File: src/rtl/pixel_writeback_if.sv
// Framebuffer write port of pixel_writeback; FB_AW carries the bank bit when
// double buffering is enabled.
interface pixel_writeback_if #(
  parameter int FB_AW = 16
);
  // A write transfers on every cycle where fb_wr_en and fb_ready are both high;
  // while fb_wr_en is high and fb_ready low, fb_addr and fb_data hold stable.
  logic             fb_wr_en;
  logic [FB_AW-1:0] fb_addr;
  logic [15:0]      fb_data;
  logic             fb_ready;

  modport master (output fb_wr_en, output fb_addr, output fb_data, input fb_ready);
  modport slave  (input fb_wr_en, input fb_addr, input fb_data, output fb_ready);
endinterface

File: src/rtl/pixel_writeback.sv
// Pixel stream to framebuffer writer: linear address, small show-ahead FIFO, frame tracking.
// Optional macro PIXEL_WRITEBACK_DOUBLE_BUFFER_EN adds a bank bit on fb_addr and display_bank.
module pixel_writeback #(
  parameter int SCREEN_WIDTH  = 320,
  parameter int SCREEN_HEIGHT = 180,
  parameter int FIFO_DEPTH    = 8,
  parameter int ADDR_WIDTH    = 16
) (
  input  logic                             clk,
  input  logic                             rst,
  input  logic                             frame_start,
  input  logic                             pixel_valid_in,
  input  logic [$clog2(SCREEN_WIDTH)-1:0]  pixel_x_in,
  input  logic [$clog2(SCREEN_HEIGHT)-1:0] pixel_y_in,
  input  logic [15:0]                      pixel_value_in,
  pixel_writeback_if.master                fb,
  output logic                             busy,
  output logic                             frame_done,
  output logic [ADDR_WIDTH-1:0]            pixels_written,
  output logic                             overflow,
  output logic                             range_err,
`ifdef PIXEL_WRITEBACK_DOUBLE_BUFFER_EN
  output logic                             display_bank,
`endif
  output logic                             state_dbg
);
  localparam int XW    = $clog2(SCREEN_WIDTH);
  localparam int YW    = $clog2(SCREEN_HEIGHT);
  localparam int PW    = $clog2(FIFO_DEPTH);
  localparam int TOTAL = SCREEN_WIDTH * SCREEN_HEIGHT;

  typedef enum logic {IDLE = 1'b0, ACTIVE = 1'b1} state_t;
  state_t state;

  logic                  in_vld;
  logic [ADDR_WIDTH-1:0] in_addr;
  logic [15:0]           in_data;

  logic [ADDR_WIDTH+15:0] mem [FIFO_DEPTH];
  logic [PW:0]            wr_ptr, rd_ptr;
  logic [PW:0]            count;
  logic [PW+1:0]          occ;
  logic                   empty, full, in_range, fire;
  logic [ADDR_WIDTH-1:0]  lin_addr;
  logic [ADDR_WIDTH+15:0] head;

`ifdef PIXEL_WRITEBACK_DOUBLE_BUFFER_EN
  logic write_bank;
  assign display_bank = ~write_bank;
`endif

  assign count    = wr_ptr - rd_ptr;
  assign empty    = (count == '0);
  // The registered input stage is counted as occupancy, so a pushed entry always finds room.
  assign occ      = {1'b0, count} + (PW+2)'(in_vld);
  assign full     = (occ >= (PW+2)'(FIFO_DEPTH));
  assign in_range = (32'(pixel_x_in) < SCREEN_WIDTH) && (32'(pixel_y_in) < SCREEN_HEIGHT);
  assign lin_addr = ADDR_WIDTH'(pixel_y_in) * ADDR_WIDTH'(SCREEN_WIDTH) + ADDR_WIDTH'(pixel_x_in);
  assign head     = mem[rd_ptr[PW-1:0]];
  assign fire     = fb.fb_wr_en && fb.fb_ready;

  assign fb.fb_wr_en = !empty;
  assign fb.fb_data  = head[15:0];
`ifdef PIXEL_WRITEBACK_DOUBLE_BUFFER_EN
  assign fb.fb_addr  = {write_bank, head[ADDR_WIDTH+15:16]};
`else
  assign fb.fb_addr  = head[ADDR_WIDTH+15:16];
`endif

  assign busy      = (state == ACTIVE) || !empty;
  assign state_dbg = (state == ACTIVE);

  always_ff @(posedge clk) begin
    if (in_vld) mem[wr_ptr[PW-1:0]] <= {in_addr, in_data};
  end

  always_ff @(posedge clk or negedge rst) begin
    if (!rst) begin
      state          <= IDLE;
      in_vld         <= 1'b0;
      in_addr        <= '0;
      in_data        <= '0;
      wr_ptr         <= '0;
      rd_ptr         <= '0;
      frame_done     <= 1'b0;
      pixels_written <= '0;
      overflow       <= 1'b0;
      range_err      <= 1'b0;
`ifdef PIXEL_WRITEBACK_DOUBLE_BUFFER_EN
      write_bank     <= 1'b0;
`endif
    end else begin
      frame_done <= 1'b0;
      if (frame_start) begin
        // Flush wins over any pending write and over a pixel arriving this cycle.
        state          <= ACTIVE;
        in_vld         <= 1'b0;
        wr_ptr         <= '0;
        rd_ptr         <= '0;
        pixels_written <= '0;
        overflow       <= 1'b0;
        range_err      <= 1'b0;
      end else begin
        in_vld <= 1'b0;
        if (state == ACTIVE && pixel_valid_in) begin
          if (!in_range) begin
            range_err <= 1'b1;
          end else if (full) begin
            overflow <= 1'b1;
          end else begin
            in_vld  <= 1'b1;
            in_addr <= lin_addr;
            in_data <= pixel_value_in;
          end
        end
        if (in_vld) wr_ptr <= wr_ptr + 1'b1;
        if (fire) begin
          rd_ptr <= rd_ptr + 1'b1;
          if (state == ACTIVE) begin
            pixels_written <= pixels_written + 1'b1;
            if (pixels_written == ADDR_WIDTH'(TOTAL - 1)) begin
              frame_done <= 1'b1;
              state      <= IDLE;
`ifdef PIXEL_WRITEBACK_DOUBLE_BUFFER_EN
              write_bank <= ~write_bank;
`endif
            end
          end
        end
      end
    end
  end
endmodule
File: src/flat_wrapper.sv
// flat-port wrapper written by rule: the top's interface ports become plain ports
module pixel_writeback_flat 
#(
  parameter int SCREEN_WIDTH  = 320,
  parameter int SCREEN_HEIGHT = 180,
  parameter int FIFO_DEPTH    = 8,
  parameter int ADDR_WIDTH    = 16
)
  (clk, rst, frame_start, pixel_valid_in, pixel_x_in, pixel_y_in, pixel_value_in, busy, frame_done, pixels_written, overflow, range_err, state_dbg, fb_fb_wr_en, fb_fb_addr, fb_fb_data, fb_fb_ready);
  pixel_writeback_if fb_i ();
  input  logic clk;
  input  logic rst;
  input  logic frame_start;
  input  logic pixel_valid_in;
  input  logic [$clog2(SCREEN_WIDTH)-1:0] pixel_x_in;
  input  logic [$clog2(SCREEN_HEIGHT)-1:0] pixel_y_in;
  input  logic [15:0] pixel_value_in;
  output logic busy;
  output logic frame_done;
  output logic [ADDR_WIDTH-1:0] pixels_written;
  output logic overflow;
  output logic range_err;
  output logic state_dbg;
  output wire logic [$bits(fb_i.fb_wr_en)-1:0] fb_fb_wr_en;
  output wire logic [$bits(fb_i.fb_addr)-1:0] fb_fb_addr;
  output wire logic [$bits(fb_i.fb_data)-1:0] fb_fb_data;
  input wire logic [$bits(fb_i.fb_ready)-1:0] fb_fb_ready;
  assign fb_fb_wr_en = fb_i.fb_wr_en;
  assign fb_fb_addr = fb_i.fb_addr;
  assign fb_fb_data = fb_i.fb_data;
  assign fb_i.fb_ready = fb_fb_ready;
  pixel_writeback #(.SCREEN_WIDTH(SCREEN_WIDTH), .SCREEN_HEIGHT(SCREEN_HEIGHT), .FIFO_DEPTH(FIFO_DEPTH), .ADDR_WIDTH(ADDR_WIDTH)) u_core (.clk(clk), .rst(rst), .frame_start(frame_start), .pixel_valid_in(pixel_valid_in), .pixel_x_in(pixel_x_in), .pixel_y_in(pixel_y_in), .pixel_value_in(pixel_value_in), .fb(fb_i), .busy(busy), .frame_done(frame_done), .pixels_written(pixels_written), .overflow(overflow), .range_err(range_err), .state_dbg(state_dbg));
endmodule
File: config.mk
export PLATFORM = sky130hd
export DESIGN_NAME = pixel_writeback_flat
export DESIGN_NICKNAME = d
export VERILOG_FILES = /design/src/rtl/pixel_writeback_if.sv /design/src/rtl/pixel_writeback.sv /design/src/flat_wrapper.sv
export SDC_FILE = /design/constraint.sdc
export NUM_CORES = 1
export LEC_CHECK = 0
export CORE_UTILIZATION = 40
export CTS_CLUSTER_DIAMETER = 50
export DETAILED_ROUTE_END_ITERATION = 10
export GPL_TIMING_DRIVEN = 0
export PLACE_DENSITY = 0.61
export RECOVER_POWER = 50
export SLEW_MARGIN = 20
export SYNTH_ARGS = -nofsm -noshare
export SYNTH_HDL_FRONTEND = slang
export SYNTH_SLANG_ARGS = --single-unit
export TNS_END_PERCENT = 50
File: constraint.sdc
create_clock -name clk -period 11.3 [get_ports clk]
set_clock_uncertainty 0.1 [all_clocks]
set_input_delay 3.39 -clock clk [delete_from_list [all_inputs] [get_ports clk]]
set_output_delay 3.39 -clock clk [all_outputs]
set_load 0.01 [all_outputs]
==> run_results.csv <==
group,metric,value,unit
clock_tree,clockBufferDepth,3,
route,wl_met3,1416,µm
sta,tns,0,ns
cells_and_area,n_antenna_cell,0,
sta,period_share,0.6864,
power_and_ir_drop,power_switching,0.0009551,W
route,via_count,6957,
cells_and_area,nets,970,
die,row_count,65,
placement,gp_congestion,0.7435,
power_and_ir_drop,intPower,0.002541,W
die,core,31800,µm²
placement,io_buffers,91,
sta,tightest_slew,1.787,ns
worst_setup_path,cp.required,7.81,ns
grt,grt_overflow,0,
die,pin_count,92,
power_and_ir_drop,p_clk_frac,0.317,
route,highest_layer,"met4",
cells_and_area,fillerInstances,2664,
sta,rsz0062_at_grt,"no",
sta,fmax,0.1289,GHz
worst_setup_path,startpoint_type,"flip-flop",
placement,dpl.hpwl,17720,µm
synth,synth_warnings,0,
grt,track_usage,0.1711,
worst_setup_path,endpoint_kind,"output pin",
clock_tree,cts.clk_slew.worst_paths,0.06,ns
worst_setup_path,rr_startpoint,"u_core.rd_ptr[1]",
route,wl_met2,12990,µm
grt,antenna_found_initial,0,
worst_setup_path,crit_fanout,10,
synth,synthSimpleGateAreaFrac,0.07286,
die,chipWidth,182.4,µm
die,start_util,0.4093,
status,status,"finished, violations left",
worst_setup_path,crit_path_top_delay_cell,"clkbuf_1",
power_and_ir_drop,irDropWorstVdd,97.04,µV
route,detail-route-antenna-nets,0,
die,die_h,182.4,µm
clock_tree,postCtsHoldBufs,0,
route,drt_iter0_markers,531,
power_and_ir_drop,p_seq_frac,0.467,
route,drcViolationCount,0,
power_and_ir_drop,power.share.combinational,0.216,
synth,netlist_area,13020,µm²
sta,slew_headroom,-0.1959,
synth,postSynthCellCount,757,
min_path,hold_end,"u_core.overflow",
power_and_ir_drop,finalPower,0.003496,W
worst_setup_path,r2r_slack,6.67,ns
synth,synth_ff_type,"edfxtp_1",
cells_and_area,final_core_util,0.4997,
synth,synth_area_leaders,"edfxtp_1, dfrtp_1, mux4_2",
min_path,hold_depth,2,
synth,ys_types,49,
route,routed_wl,27160,µm
cells_and_area,final_layout_size_suffix_gt1_frac,0.1949,
grt,grt_pass1_vias,7252,
route,vias_per_cell,5.082,
synth,synth-xor-area-share,0.02019,
synth,synth.area.mux_share,0.1424,
synth,yosys_register_bits,317,
synth,synth-compound-area-share,0.01596,
synth,yosysSeqAreaShare,0.7079,
min_path,hold_path.class,"reg -> reg",
clock_tree,cts_tree,"yes",
synth,ys_async_sr_fraction,0.1924,
power_and_ir_drop,power_density,220.0,nW/µm²
worst_setup_path,worstPathCellList,"buf_1 > clkbuf_1 > inv_1 > ha_1 > nor2b_4 > o21ai_0 > a21boi_1 > nor2_1 > or2_2 > clkdlybuf4s50_1",
route,wire_per_inst,19.84,µm
worst_setup_path,arrival,4.27,ns
grt,grt_max_degree,41,
sta,finalHoldViolations,0,
cells_and_area,final_common_cell,"edfxtp_1",
synth,synth_fp_nets,821,
synth,synth-edff-count,256,
status,violations,"max-capacitance violations, max-slew violations",
cells_and_area,final_cell_mix,"edfxtp_1, nand2_1, clkdlybuf4s50_1, mux4_2, dfrtp_1",
cells_and_area,syn2layout_area_growth,22.07,%
route,wl_met1,12220,µm
synth,synth_top_area_share,0.5906,
sta,finalCriticalPeriod,7.757,ns
worst_setup_path,slowest_delay,0.60,ns
clock_tree,clock_latency,0.52,ns
sta,final-setup-viol-count,0,
synth,synth.avg_cell_area,17.19,µm²
worst_setup_path,r2r.worst_path.cells,11,
synth,synth-adder-area-share,0.02672,
clock_tree,cts_num_sinks,317,
synth,synth_top_family_by_area,"multiplexers",
grt,grt_pass1_wl,42710,µm
worst_setup_path,r2r_end,"u_core.in_addr[0]",
clock_tree,postCtsResizedCells,0,
power_and_ir_drop,p_leak,5.536,nW
die,die_area,33270,µm²
worst_setup_path,path_class,"reg -> out",
clock_tree,numCtsBuffers,36,
synth,yosys.area.top_type,"edfxtp_1",
clock_tree,postCtsSetupBuffers,0,
clock_tree,cts_root_buf,"clkbuf_16",
route,firstDrtPassIters,4,
power_and_ir_drop,p_sw_frac,0.2732,
sta,maxSlewViolCount,40,
min_path,min_from,"u_core.overflow",
clock_tree,cts.htree.levels,2,
run,cap_violations,3,
[final cells by class]
cell class,instances,area [µm²],share of cell area
Timing Repair Buffer,111,1176,0.07402
Clock inverter,16,133.9,0.008426
Clock buffer,50,1005,0.06323
Tap cell,435,544.3,0.03425
Multi-Input combinational cell,398,3632,0.2286
Sequential cell,317,9214,0.5799
Inverter,13,48.80,0.003071
Buffer,29,135.1,0.008505
[Yosys cell counts (2+ instances only)]
cell	n
nand2b_1	2
clkbuf_1	12
nor2b_1	3
a21oi_1	5
xnor2_1	22
nor4_1	8
dfrtp_1	61
mux2i_1	4
buf_1	12
nand2_1	109
buf_2	2
nor3b_1	2
nor2_1	44
and2_1	3
fa_1	3
o21a_1	2
edfxtp_1	256
xor2_1	8
or3_1	2
inv_1	12
a31oi_1	2
nor3_1	5
nand4_1	10
mux2_2	33
mux4_2	64
buf_6	3
a211oi_1	2
o21ai_0	9
nand3_1	10
and3_1	6
ha_1	23
[stage by stage]
step	instance area [µm²]	hold WS [ns]	worst slack [ns]	instances
2_1_floorplan	13020	0.4249	5.256	757
3_3_place_gp	14470	0.3787	3.985	1283
3_5_place_dp	14870	0.3833	4.008	1303
4_1_cts	16010	0.4142	3.453	1369
5_1_grt	15890	0.4630	3.144	1369
6_report	15890	0.4089	3.543	1369
[sequential cells by signal, indices dropped and copies added, names as in the netlist]
name	flops
u_core.pixels_written	16
u_core.in_data	16
u_core.state_dbg	1
u_core.rd_ptr	4
u_core.wr_ptr	4
u_core.in_vld	1
u_core.in_addr	16
u_core.range_err	1
u_core.mem	256
u_core.frame_done	1
u_core.overflow	1
[power groups by stage]
stage | sequential (W) | clock [W] | combinational [W]
after global placement | 0.00165 | 0 | 0.000761
final | 0.00163 | 0.00111 | 0.000756
after detailed placement | 0.00166 | 0 | 0.000771
after floorplan | 0.00160 | 0 | 0.000499
after CTS | 0.00163 | 0.00113 | 0.000776
after global routing | 0.00166 | 0.00118 | 0.000825
[worst max path at each step]
stage | start | endpoint | cells after the start | slack (ns)
3_3_place_gp | u_core.rd_ptr[2] | busy | 10 | 3.99
4_1_cts | u_core.rd_ptr[1] | busy | 10 | 3.45
6_report | u_core.rd_ptr[1] | busy | 10 | 3.54
5_1_grt | u_core.rd_ptr[2] | busy | 10 | 3.14
2_1_floorplan | u_core.rd_ptr[1] | busy | 9 | 5.26
3_5_place_dp | u_core.rd_ptr[2] | busy | 10 | 4.01
[critical path, delay by kind of cell, from the launching register on]
family | cells | cell delay, ns
AO/OA/AOI/OAI | 2 | 0.73
AND/OR/NAND/NOR | 3 | 0.58
buffers and inverters | 4 | 1.67
adder cells (fa/ha/maj) | 1 | 0.30
flip-flops | 1 | 0.47
[cell families after synthesis]
kind of cell	after synthesis
compound gates	29
xor+xnor	30
fa+ha+maj	26
buf+inv	42
flops	317
mux	101
simple gates	212
[per-layer routing]
layer / vias up / global-route usage
met5: - / 0
met4: 0 / 0.04504
met3: 45 / 0.03073
met2: 189 / 0.2759
met1: 3508 / 0.2404
li1: 3215 / -
No activity file was read; power rests on OpenSTA's default activity.
